--- src/rtl/pipe_hazard_unit.sv ---
`default_nettype none
// ============================================================================
// Module   : pipe_hazard_unit
// Purpose  : N-stage hazard detection for the RV32 pipeline: operand forward
//            selects, load-use stalls and multi-cycle flush bubbles.
// Revision : 1.0  initial release
// ============================================================================
module pipe_hazard_unit #(
   parameter  int REG_W      = 5,
   parameter  int FWD_STAGES = 2,
   parameter  int LOAD_LAT   = 1,
   parameter  int FLUSH_CYC  = 1,
   parameter  int CNT_W      = 16,
   localparam int SEL_W      = $clog2(FWD_STAGES + 1)
) (
   input  logic             clk,
   input  logic             rst_n,
   input  logic             dec_valid,
   input  logic [REG_W-1:0] dec_rs1,
   input  logic [REG_W-1:0] dec_rs2,
   input  logic             dec_use_rs1,
   input  logic             dec_use_rs2,
   input  logic [REG_W-1:0] dec_rd,
   input  logic             dec_wr,
   input  logic             dec_is_load,
   input  logic             flush,
   output logic             stall,
   output logic             bubble,
   output logic [SEL_W-1:0] fwd_a,
   output logic [SEL_W-1:0] fwd_b,
   output logic [CNT_W-1:0] stall_cnt,
   output logic [CNT_W-1:0] flush_cnt
);

   localparam int                c_FC_W    = 4;
   localparam logic [c_FC_W-1:0] c_FC_INIT = c_FC_W'(FLUSH_CYC - 1);
   localparam logic [CNT_W-1:0]  c_CNT_MAX = '1;

   typedef enum logic [1:0] {
      S_RUN     = 2'd0,
      S_LDSTALL = 2'd1,
      S_FLUSH   = 2'd2
   } state_t;

   // Tracking table: index 1 is the stage right after decode (X)
   logic [FWD_STAGES:1] r_v;
   logic [FWD_STAGES:1] r_wr;
   logic [FWD_STAGES:1] r_ld;
   logic [REG_W-1:0]    r_rd [1:FWD_STAGES];

   state_t              r_state;
   logic [c_FC_W-1:0]   r_fc;
   logic [CNT_W-1:0]    r_stallCnt;
   logic [CNT_W-1:0]    r_flushCnt;

   logic [FWD_STAGES:1] w_hitA;
   logic [FWD_STAGES:1] w_hitB;
   logic [SEL_W-1:0]    w_fwdA;
   logic [SEL_W-1:0]    w_fwdB;
   logic                w_ldUseA;
   logic                w_ldUseB;
   logic                w_loadUse;
   logic                w_squash;
   logic                w_stall;
   logic                w_bubble;

   for (genvar k = 1; k <= FWD_STAGES; k++) begin : g_match
      logic w_live;
      assign w_live    = r_v[k] & r_wr[k];
      assign w_hitA[k] = w_live & dec_use_rs1 & (dec_rs1 != '0) & (r_rd[k] == dec_rs1);
      assign w_hitB[k] = w_live & dec_use_rs2 & (dec_rs2 != '0) & (r_rd[k] == dec_rs2);
   end

   // Scan oldest to youngest so the youngest producer overwrites the result
   always_comb begin
      w_fwdA   = '0;
      w_fwdB   = '0;
      w_ldUseA = 1'b0;
      w_ldUseB = 1'b0;
      for (int k = FWD_STAGES; k >= 1; k--) begin
         if (w_hitA[k]) begin
            w_fwdA   = SEL_W'(k);
            w_ldUseA = r_ld[k] & (k <= LOAD_LAT);
         end
         if (w_hitB[k]) begin
            w_fwdB   = SEL_W'(k);
            w_ldUseB = r_ld[k] & (k <= LOAD_LAT);
         end
      end
   end

   assign w_loadUse = w_ldUseA | w_ldUseB;
   assign w_squash  = flush | (r_state == S_FLUSH);
   assign w_stall   = w_loadUse & ~w_squash;
   assign w_bubble  = w_squash | w_stall;

   // Gated so a pending flush cannot leak a bubble while reset is held
   assign stall     = rst_n & w_stall;
   assign bubble    = rst_n & w_bubble;
   assign fwd_a     = w_fwdA;
   assign fwd_b     = w_fwdB;
   assign stall_cnt = r_stallCnt;
   assign flush_cnt = r_flushCnt;

   always_ff @(posedge clk or negedge rst_n) begin
      if (!rst_n) begin
         r_v  <= '0;
         r_wr <= '0;
         r_ld <= '0;
         for (int k = 1; k <= FWD_STAGES; k++) begin
            r_rd[k] <= '0;
         end
      end else begin
         r_v[1]  <= dec_valid & ~w_bubble;
         r_wr[1] <= dec_wr;
         r_ld[1] <= dec_is_load;
         r_rd[1] <= dec_rd;
         for (int k = 2; k <= FWD_STAGES; k++) begin
            r_v[k]  <= r_v[k-1];
            r_wr[k] <= r_wr[k-1];
            r_ld[k] <= r_ld[k-1];
            r_rd[k] <= r_rd[k-1];
         end
      end
   end

   // The flush cycle itself is the first squashed slot, so FLUSH covers the rest
   always_ff @(posedge clk or negedge rst_n) begin
      if (!rst_n) begin
         r_state <= S_RUN;
         r_fc    <= '0;
      end else if (flush) begin
         r_fc    <= c_FC_INIT;
         r_state <= (c_FC_INIT != '0) ? S_FLUSH : S_RUN;
      end else if (r_state == S_FLUSH) begin
         if (r_fc <= c_FC_W'(1)) begin
            r_fc    <= '0;
            r_state <= S_RUN;
         end else begin
            r_fc    <= r_fc - 1'b1;
         end
      end else begin
         r_state <= w_loadUse ? S_LDSTALL : S_RUN;
      end
   end

   always_ff @(posedge clk or negedge rst_n) begin
      if (!rst_n) begin
         r_stallCnt <= '0;
         r_flushCnt <= '0;
      end else begin
         if (w_stall && (r_stallCnt != c_CNT_MAX)) begin
            r_stallCnt <= r_stallCnt + 1'b1;
         end
         if (w_squash && dec_valid && (r_flushCnt != c_CNT_MAX)) begin
            r_flushCnt <= r_flushCnt + 1'b1;
         end
      end
   end

endmodule
`default_nettype wire
--- config.mk ---
export PLATFORM = sky130hd
export DESIGN_NAME = pipe_hazard_unit
export DESIGN_NICKNAME = d
export VERILOG_FILES = /design/src/rtl/pipe_hazard_unit.sv
export SDC_FILE = /design/constraint.sdc
export NUM_CORES = 1
export LEC_CHECK = 0
export BUFFER_PORTS_ARGS = -buffer_cell sky130_fd_sc_hd__buf_4
export CAP_MARGIN = 15
export CORE_UTILIZATION = 40
export CTS_CLUSTER_SIZE = 30
export DETAILED_ROUTE_END_ITERATION = 7
export SKIP_LAST_GASP = 1
export SLEW_MARGIN = 15
export SYNTH_ARGS = -nofsm -noshare
export SYNTH_HDL_FRONTEND = slang
export SYNTH_SLANG_ARGS = --single-unit
--- constraint.sdc ---
create_clock -name clk -period 2.8 [get_ports clk]
set_clock_uncertainty 0.2 [all_clocks]
set_input_delay 0.42 -clock clk [delete_from_list [all_inputs] [get_ports clk]]
set_output_delay 0.42 -clock clk [all_outputs]
set_load 0.03 [all_outputs]
Word-level counts from Yosys, hierarchy flattened
Cells that the tools add are included.
{ "totals": {"regBits": 53, "in_bits": 23} }
{ "op_classes": {"n_reduce_logical": 6, "mux": 13, "n_lt_le_gt_ge": 1, "addsub": 3, "n_bitwise": 23, "n_eq_ne": 8} }
{ "op_table": {"columns": ["cell", "count"], "rows": [
  ["$add A16 B1 Y16 const B", 2],
  ["$ne A16 B16 Y1 const B", 2],
  ["$eq A5 B5 Y1", 4],
  ["$and A1 B1 Y1", 18],
  ["$mux W2", 7],
  ["$mux W4", 3],
  ["$reduce_bool A5 Y1", 2],
  ["$le A4 B1 Y1 const B", 1],
  ["$sub A4 B1 Y4 const B", 1],
  ["$logic_and A1 B1 Y1", 3],
  ["$mux W1", 3],
  ["$ne A3 B2 Y1 const B", 1],
  ["$or A1 B1 Y1", 3],
  ["$eq A2 B2 Y1 const B", 1],
  ["$not A1 Y1", 2],
  ["$reduce_bool A2 Y1", 1]
]} }

Logic depth before layout (Yosys ltp)
Gate-level depths: netlist of run 1.
{ "logic_depth": {"depth_word": 10, "ltp_mapped": 8} }

Least setup slack after synthesis of run 1
Ideal clock, no wire load.
{ "synth_path": {"path_type": "input -> output", "startpoint": "input dec_rs1[2]", "endpoint": "output bubble", "required_ns": 2.180, "path_slack_ns": -0.149, "cell_stages": 7, "t_arrival_ns": 2.329, "cell_sequence": "xnor2_1 -> nand4_1 -> nor4_2 -> or2_1 -> buf_6 -> a21oi_2 -> nor2b_1"} }
{ "synth_between": {"elab_chain_len": 8, "elab_cells_between_ends": 9, "classes_between": "eq/ne (1); mux (1); bitwise (6); reduce/logical (1)"} }
{ "synth_lines": {"columns": ["item", "line", "text"], "rows": [
  ["from (decl)", "19", "input logic [REG_W-1:0] dec_rs1,"],
  ["$reduce_bool A5 Y1", "70", "assign w_hitA[k] = w_live & dec_use_rs1 & (dec_rs1 != '0) & (r_rd[k] == dec_rs1);"],
  ["$and A1 B1 Y1", "70", null],
  ["$and A1 B1 Y1 (*)", "70", null],
  ["$mux W1 (*)", "81", "if (w_hitA[k]) begin"],
  ["$or A1 B1 Y1 (*)", "92", "assign w_loadUse = w_ldUseA | w_ldUseB;"],
  ["$and A1 B1 Y1 (*)", "94", "assign w_stall = w_loadUse & ~w_squash;"],
  ["$or A1 B1 Y1 (*)", "95", "assign w_bubble = w_squash | w_stall;"],
  ["$and A1 B1 Y1 (*)", "99", "assign bubble = rst_n & w_bubble;"],
  ["to (decl)", "28", "output logic bubble,"]
]} }
Every way passes the cells marked *; elsewhere a longest branch is shown, timed or not.

Final worst setup path of run 1
{ "layout_path": {"startpoint": "input dec_rs1[0]", "endpoint": "output bubble"} }
The elaborated chain is that of the path after synthesis.

==> results.py, run 1 <==
metrics = {
    "clock_tree": {
        "cts_setup_buffers": 0,
        "tritoncts": "built",
        "cts_resized": 0,
        "h-tree-depth": 2,
        "cts.sinks": 47,
        "cts-root-buf": "clkbuf_8",
        "cts_buffers": 5,
        "clkLatencyLatePin_ns": 0.29,
        "clock_path_buffers": 2,
        "clk_pin_slew_ns": 0.09,
    },
    "timing": {
        "fin_crit_sh": 0.946,
        "tightestPinTransition_ns": 0.610,
        "tns_ns": 0,
        "max_freq_mhz": 377,
        "final-hold-violation-count": 0,
        "rsz0062_at_grt": "false",
        "slew_headroom": 0.590,
        "setup_viol_count_final": 0,
        "period_needed_ns": 2.65,
        "finalMaxSlewViolations": 0,
        "hold_ws_ns": 0.0287,
    },
    "floorplanning": {
        "row_count": 26,
        "ios": 61,
        "core-area_sq_um": 5200,
        "dieArea_sq_um": 5820,
        "start_util": 0.424,
        "fp.dieH_um": 76.3,
        "die_w_um": 76.3,
    },
    "setup_path": {
        "end_kind": "output pin",
        "ff2ff_path_depth": 7,
        "crit_top_cell": "buf_4",
        "cp.required_ns": 2.18,
        "slowest_delay_ns": 0.53,
        "crit_cells": 8,
        "path_class": "input port to output pin",
        "slowest_stage": "or4_4",
        "start_kind": "input port",
        "crit_family": "simple AND/OR/NAND/NOR gates",
        "arrival_ns": 2.03,
        "path_cells": "buf_4 -> or4_4 -> o21ai_2 -> nor4_4 -> or2_1 -> a21oi_2 -> nor2b_1 -> buf_4",
        "cp_max_fo": 5,
        "path_buf_inv": 2,
    },
    "yosys": {
        "syn_nets": 220,
        "synth_warnings": 0,
        "synth_cell_types": 32,
        "synth_area_sq_um": 2210,
        "synth_largest_area_cell": "dfrtp_1",
        "yosys-top-cells-area": "dfrtp_1 (53%), xnor2_1 (9.1%), xor2_1 (9.1%)",
        "synthDominantCellAreaShare": 0.533,
        "synth-seq-cells": 47,
        "syn_avg_cell_area_sq_um": 11.3,
        "synth_cells": 195,
        "ys_seq_area_frac": 0.533,
    },
    "grt": {
        "antenna_found_initial": 0,
        "grt_pass1_wl_mm": 8.22,
        "grt_usage": 0.177,
        "grt.overflow.total": 0,
        "grt_max_degree": 28,
        "grt_pass1_vias": 1704,
    },
    "detailed_routing": {
        "wire_per_inst_um": 13.6,
        "wl_met1_mm": 2.17,
        "met2_length_mm": 2.11,
        "drtIter0Drc": 34,
        "top_layer_used": "met4",
        "via_per_inst": 4.99,
        "drc": 0,
        "dr.pass1.iters": 4,
        "antenna_left": 0,
        "met3WireLength_um": 246,
        "wl_mm": 4.55,
        "vias": 1668,
    },
    "cells_and_area": {
        "diodes": 0,
        "finalNonFillerCells": 334,
        "nets": 289,
        "drive_above_1_share": 0.311,
        "area_delta_synth_final_pct": 29.7,
        "final_area_sq_um": 2870,
        "post-route-util": 0.550,
    },
    "run_status": {
        "status": "complete, no violations",
    },
    "power": {
        "power.density_nw_per_um2": 531,
        "p_leak_nw": 1.39,
        "irDropWorstVdd_v": 0.000520,
    },
    "placement": {
        "place_area_sq_um": 2770,
        "dp_hpwl_mm": 3.45,
        "portBuffers": 60,
        "dp.cells": 326,
        "gp_congestion": 0.813,
    },
    "min_path": {
        "worstHoldPathCells": 1,
        "hold_path_class": "input port to flop",
    },
    "run": {
        "max_cap_viol_count": 0,
    },
}
[cell families (layout without fill, tap and decap cells)]
kind of cell	Yosys count	after routing	synth area share
muxes	3	3	0.0153
AOI/OAI and AO/OA	11	11	0.0380
buffers and inverters	4	73	0.0119
DFF	47	47	0.533
adders and majority gates	2	2	0.0113
xor gates and xnor gates	46	46	0.182
and+or+nand+nor	82	82	0.209
[layout make-up]
type / instances / area (sq um)
Timing Repair Buffer: 64 / 483
Clock buffer: 6 / 82.6
Inverter: 2 / 7.51
Tap cell: 70 / 87.6
Multi-Input combinational cell: 144 / 1020
Sequential cell: 47 / 1180
Fill cell: 492 / 2340
Clock inverter: 1 / 5.00
[cell usage in the layout, fill, tap and decap left out, types with 2 or more instances in the layout]
cell type   n
nand4_1     8
and2_1      2
dfrtp_1    47
mux2_2      3
nor4_4      2
xor2_1     23
xnor2_1    23
ha_1        2
buf_4      63
clkbuf_8    6
nor2b_1     3
nor3_1      5
and4_1      3
nor2_1     11
a31oi_1     3
nand2_1    13
o21ai_2     2
o21ai_0     2
and3_1     10
nand3_1    14
nor4_1      5
inv_1       2
[state kept, by name (all words and copies together), names as in the netlist]
name       cells
r_rd          10
r_ld           1
flush_cnt     16
stall_cnt     16
r_wr           2
r_v            2
[Yosys cell counts, drive strengths merged]
cell and number:
dfrtp 47, xnor2 23, xor2 23, nand3 14, nand2 13, and3 11
nor2 11, nand4 8, nor4 7, nor3 6, o21ai 4, a31oi 3
and4 3, mux2 3, nor2b 3, and2 2, buf 2, ha 2
inv 2, o211ai 2, or4 2, a21oi 1, a41oi 1, nand2b 1
or2 1
[metrics by stage]
stage	setup slack, ns	total power [mW]
floorplan	0.0779	0.986
global placement	0.163	1.13
detailed placement	0.147	1.13
CTS	0.131	1.54
global route	0.0363	1.61
finish	0.151	1.52
[report_power, final]
part / total [mW] / leakage, nW / internal [mW] / switching (mW)
Clock: 0.407 / 0.0470 / 0.194 / 0.213
Sequential: 0.802 / 0.608 / 0.732 / 0.0700
Combinational: 0.313 / 0.732 / 0.138 / 0.175
[routing by layer]
| metal | vias to the layer above | GRT usage |
|---|---|---|
| met3 | 2 | 0.0419 |
| li1 | 816 | - |
| met5 | - | 0 |
| met2 | 43 | 0.277 |
| met4 | 0 | 0.0577 |
| met1 | 807 | 0.242 |
[worst paths after layout]
check	slack [ns]	end	start
setup / recovery	0.15	bubble	dec_rs1[0]
hold / removal	0.03	r_ld[1]	dec_is_load
setup reg to reg	0.60	stall_cnt[1]	stall_cnt[0]
hold reg to reg	0.18	r_v[2]	r_v[1]
max in group asynchronous	1.41	flush_cnt[6]	rst_n
min in group asynchronous	0.37	r_wr[2]	rst_n
[worst reg2reg max path, delay by kind of cell, from the launching register on]
kind	cells	cell delay, ns
buffers and inverters	1	0.21
DFF	1	0.42
and+or+nand+nor	3	0.63
adders and majority gates	1	0.21
muxes	1	0.34
AOI/OAI and AO/OA	1	0.06
[what timing repair did]
item                                   4_1_cts  5_1_grt
setup endpoints to repair                    0        1
endpoints found under the hold margin       24        0
hold buffers                                 1        0
No activity file was read; power rests on OpenSTA's default activity.
==> run 2: changes to the inputs <==
--- a/config.mk
+++ b/config.mk
@@ -7,10 +7,10 @@
 export LEC_CHECK = 0
 export BUFFER_PORTS_ARGS = -buffer_cell sky130_fd_sc_hd__buf_4
 export CAP_MARGIN = 15
-export CORE_UTILIZATION = 40
+export CORE_UTILIZATION = 52
 export CTS_CLUSTER_SIZE = 30
 export DETAILED_ROUTE_END_ITERATION = 7
-export SKIP_LAST_GASP = 1
+export PLACE_DENSITY = 0.79
 export SLEW_MARGIN = 15
 export SYNTH_ARGS = -nofsm -noshare
 export SYNTH_HDL_FRONTEND = slang
==> run 2 against run 1 <==
  * Non-clock buffer count rose by 3
  * Wire length barely moved
  * Critical path type unchanged
  * Worst hold slack got worse by 0.011 ns
  * Power rose by 7.5%
  * Critical endpoint unchanged
  * Flip-flop and latch count did not move
==> results.py, run 2 (same netlist as run 1, synthesis figures left out) <==
metrics = {
    "clock_tree": {
        "cts.sinks": 47,
        "cts_buffers": 5,
        "clock_path_buffers": 2,
        "tritoncts": "built",
        "cts_setup_buffers": 0,
        "clkLatencyLatePin_ns": 0.30,
        "clk_pin_slew_ns": 0.09,
        "cts-root-buf": "clkbuf_8",
        "h-tree-depth": 2,
        "cts_resized": 0,
    },
    "detailed_routing": {
        "wl_mm": 4.55,
        "dr.pass1.iters": 4,
        "via_per_inst": 5.24,
        "antenna_left": 0,
        "wire_per_inst_um": 14.3,
        "drtIter0Drc": 152,
        "vias": 1666,
        "drc": 0,
    },
    "min_path": {
        "worstHoldPathCells": 1,
        "hold_path_end": "r_rd[6]",
        "hold_path_class": "input port to flop",
        "hold_start": "dec_rd[1]",
    },
    "grt": {
        "grt.overflow.total": 0,
        "antenna_found_initial": 0,
        "grt_pass1_vias": 1591,
        "grt_usage": 0.232,
        "grt_max_degree": 47,
        "grt_pass1_wl_mm": 7.52,
    },
    "power": {
        "pwr-share-comb": 0.195,
        "switching_share": 0.291,
        "p_leak_nw": 1.42,
        "pwr-share-clk": 0.313,
        "switchingPower_mw": 0.476,
        "power.density_nw_per_um2": 565,
        "irDropWorstVdd_v": 0.000563,
        "power_frac_seq": 0.493,
        "p_int_mw": 1.16,
    },
    "run": {
        "max_cap_viol_count": 0,
    },
    "timing": {
        "fin_crit_sh": 0.955,
        "hold_ws_ns": 0.0175,
        "finalMaxSlewViolations": 0,
        "slew_headroom": 0.613,
        "max_freq_mhz": 374,
        "final-hold-violation-count": 0,
        "tns_ns": 0,
        "period_needed_ns": 2.67,
        "setup_viol_count_final": 0,
        "rsz0062_at_grt": "false",
        "tightestPinTransition_ns": 0.576,
    },
    "setup_path": {
        "start_kind": "input port",
        "r2r-start": "flush_cnt[0]",
        "path_class": "input port to output pin",
        "cp_max_fo": 5,
        "arrival_ns": 2.05,
        "ff2ff_path_depth": 5,
        "reg2reg_setup_slack_ns": 0.63,
        "cp.required_ns": 2.18,
        "crit_start": "dec_rs2[0]",
        "r2r-end": "flush_cnt[1]",
        "end_kind": "output pin",
    },
    "placement": {
        "dp.cells": 307,
        "dp_hpwl_mm": 3.48,
        "gp_congestion": 0.858,
        "portBuffers": 60,
    },
    "floorplanning": {
        "start_util": 0.548,
        "row_count": 23,
        "die_w_um": 67.2,
        "fp.dieH_um": 67.2,
        "ios": 61,
        "core-area_sq_um": 4030,
        "dieArea_sq_um": 4510,
    },
    "cells_and_area": {
        "finalNonFillerCells": 318,
        "diodes": 0,
        "nFillCells": 299,
        "area_delta_synth_final_pct": 31.2,
        "final_cell_mix": "buf_4 (64), dfrtp_1 (47), xnor2_1 (23), xor2_1 (23), nand3_1 (14)",
        "drive_above_1_share": 0.313,
        "nets": 292,
        "final_common_cell": "buf_4",
        "post-route-util": 0.719,
    },
    "run_status": {
        "status": "complete, no violations",
    },
}
## run 2: changes by cell type in the layout (fill, tap and decap cells not counted), sizes merged
cell | before | now
dlygate4sd3 | 1 | 3
buf | 63 | 64
bufinv | 0 | 1
## run 2: repair_timing
| action | 4_1_cts | 5_1_grt |
|---|---|---|
| hold endpoints to repair | 1 | 2 |
| hold buffers | 1 | 2 |
| setup endpoints to repair | 0 | 2 |
## run 2: final cells by class
type                            instances  area [sq um]  area share
Clock inverter                          2          35.0      0.0121
Timing Repair Buffer                   67           510       0.176
Multi-Input combinational cell        144          1020       0.353
Tap cell                               50          62.6      0.0216
Clock buffer                            6          82.6      0.0285
Inverter                                2          7.51     0.00259
Sequential cell                        47          1180       0.406
## run 2: power by group through the flow
stage                     Combinational, mW  Clock, mW  Sequential, mW
final                                 0.319      0.512           0.807
after global routing                  0.344      0.558           0.816
after CTS                             0.321      0.527           0.806
after detailed placement              0.320          0           0.818
after global placement                0.312          0           0.817
after floorplan                      0.0994          0           0.886
## run 2: stage by stage
step                      power, mW  setup slack [ns]  instance area, sq um
after detailed placement       1.14             0.115                  2750
after CTS                      1.65            0.0602                  2880
after global routing           1.72            0.0169                  2900
after global placement         1.13             0.194                  2750
final                          1.64             0.127                  2900
after floorplan               0.986            0.0779                  2230
## run 2: how the worst max path moves through the flow
stage / to / slack [ns] / depth (start not counted)
final: bubble / 0.13 / 8
after detailed placement: bubble / 0.11 / 8
after global placement: stall / 0.19 / 7
after CTS: bubble / 0.06 / 7
after global routing: bubble / 0.02 / 7
after floorplan: bubble / 0.08 / 7
## run 2: worst max-delay path: stages
cell     delay [ns]
buf_4          0.12
or4_1          0.53
o21ai_2        0.21
nor4_4         0.10
or2_1          0.26
a21oi_2        0.18
nor2b_1        0.06
buf_4          0.16
## run 2: per-layer routing
| metal | routed length, um | track usage | vias up |
|---|---|---|---|
| met5 | 0 | 0 | - |
| met4 | 71 | 0.0798 | 0 |
| met3 | 258 | 0.0693 | 6 |
| met2 | 2070 | 0.350 | 53 |
| met1 | 2160 | 0.317 | 776 |
| li1 | - | - | 831 |
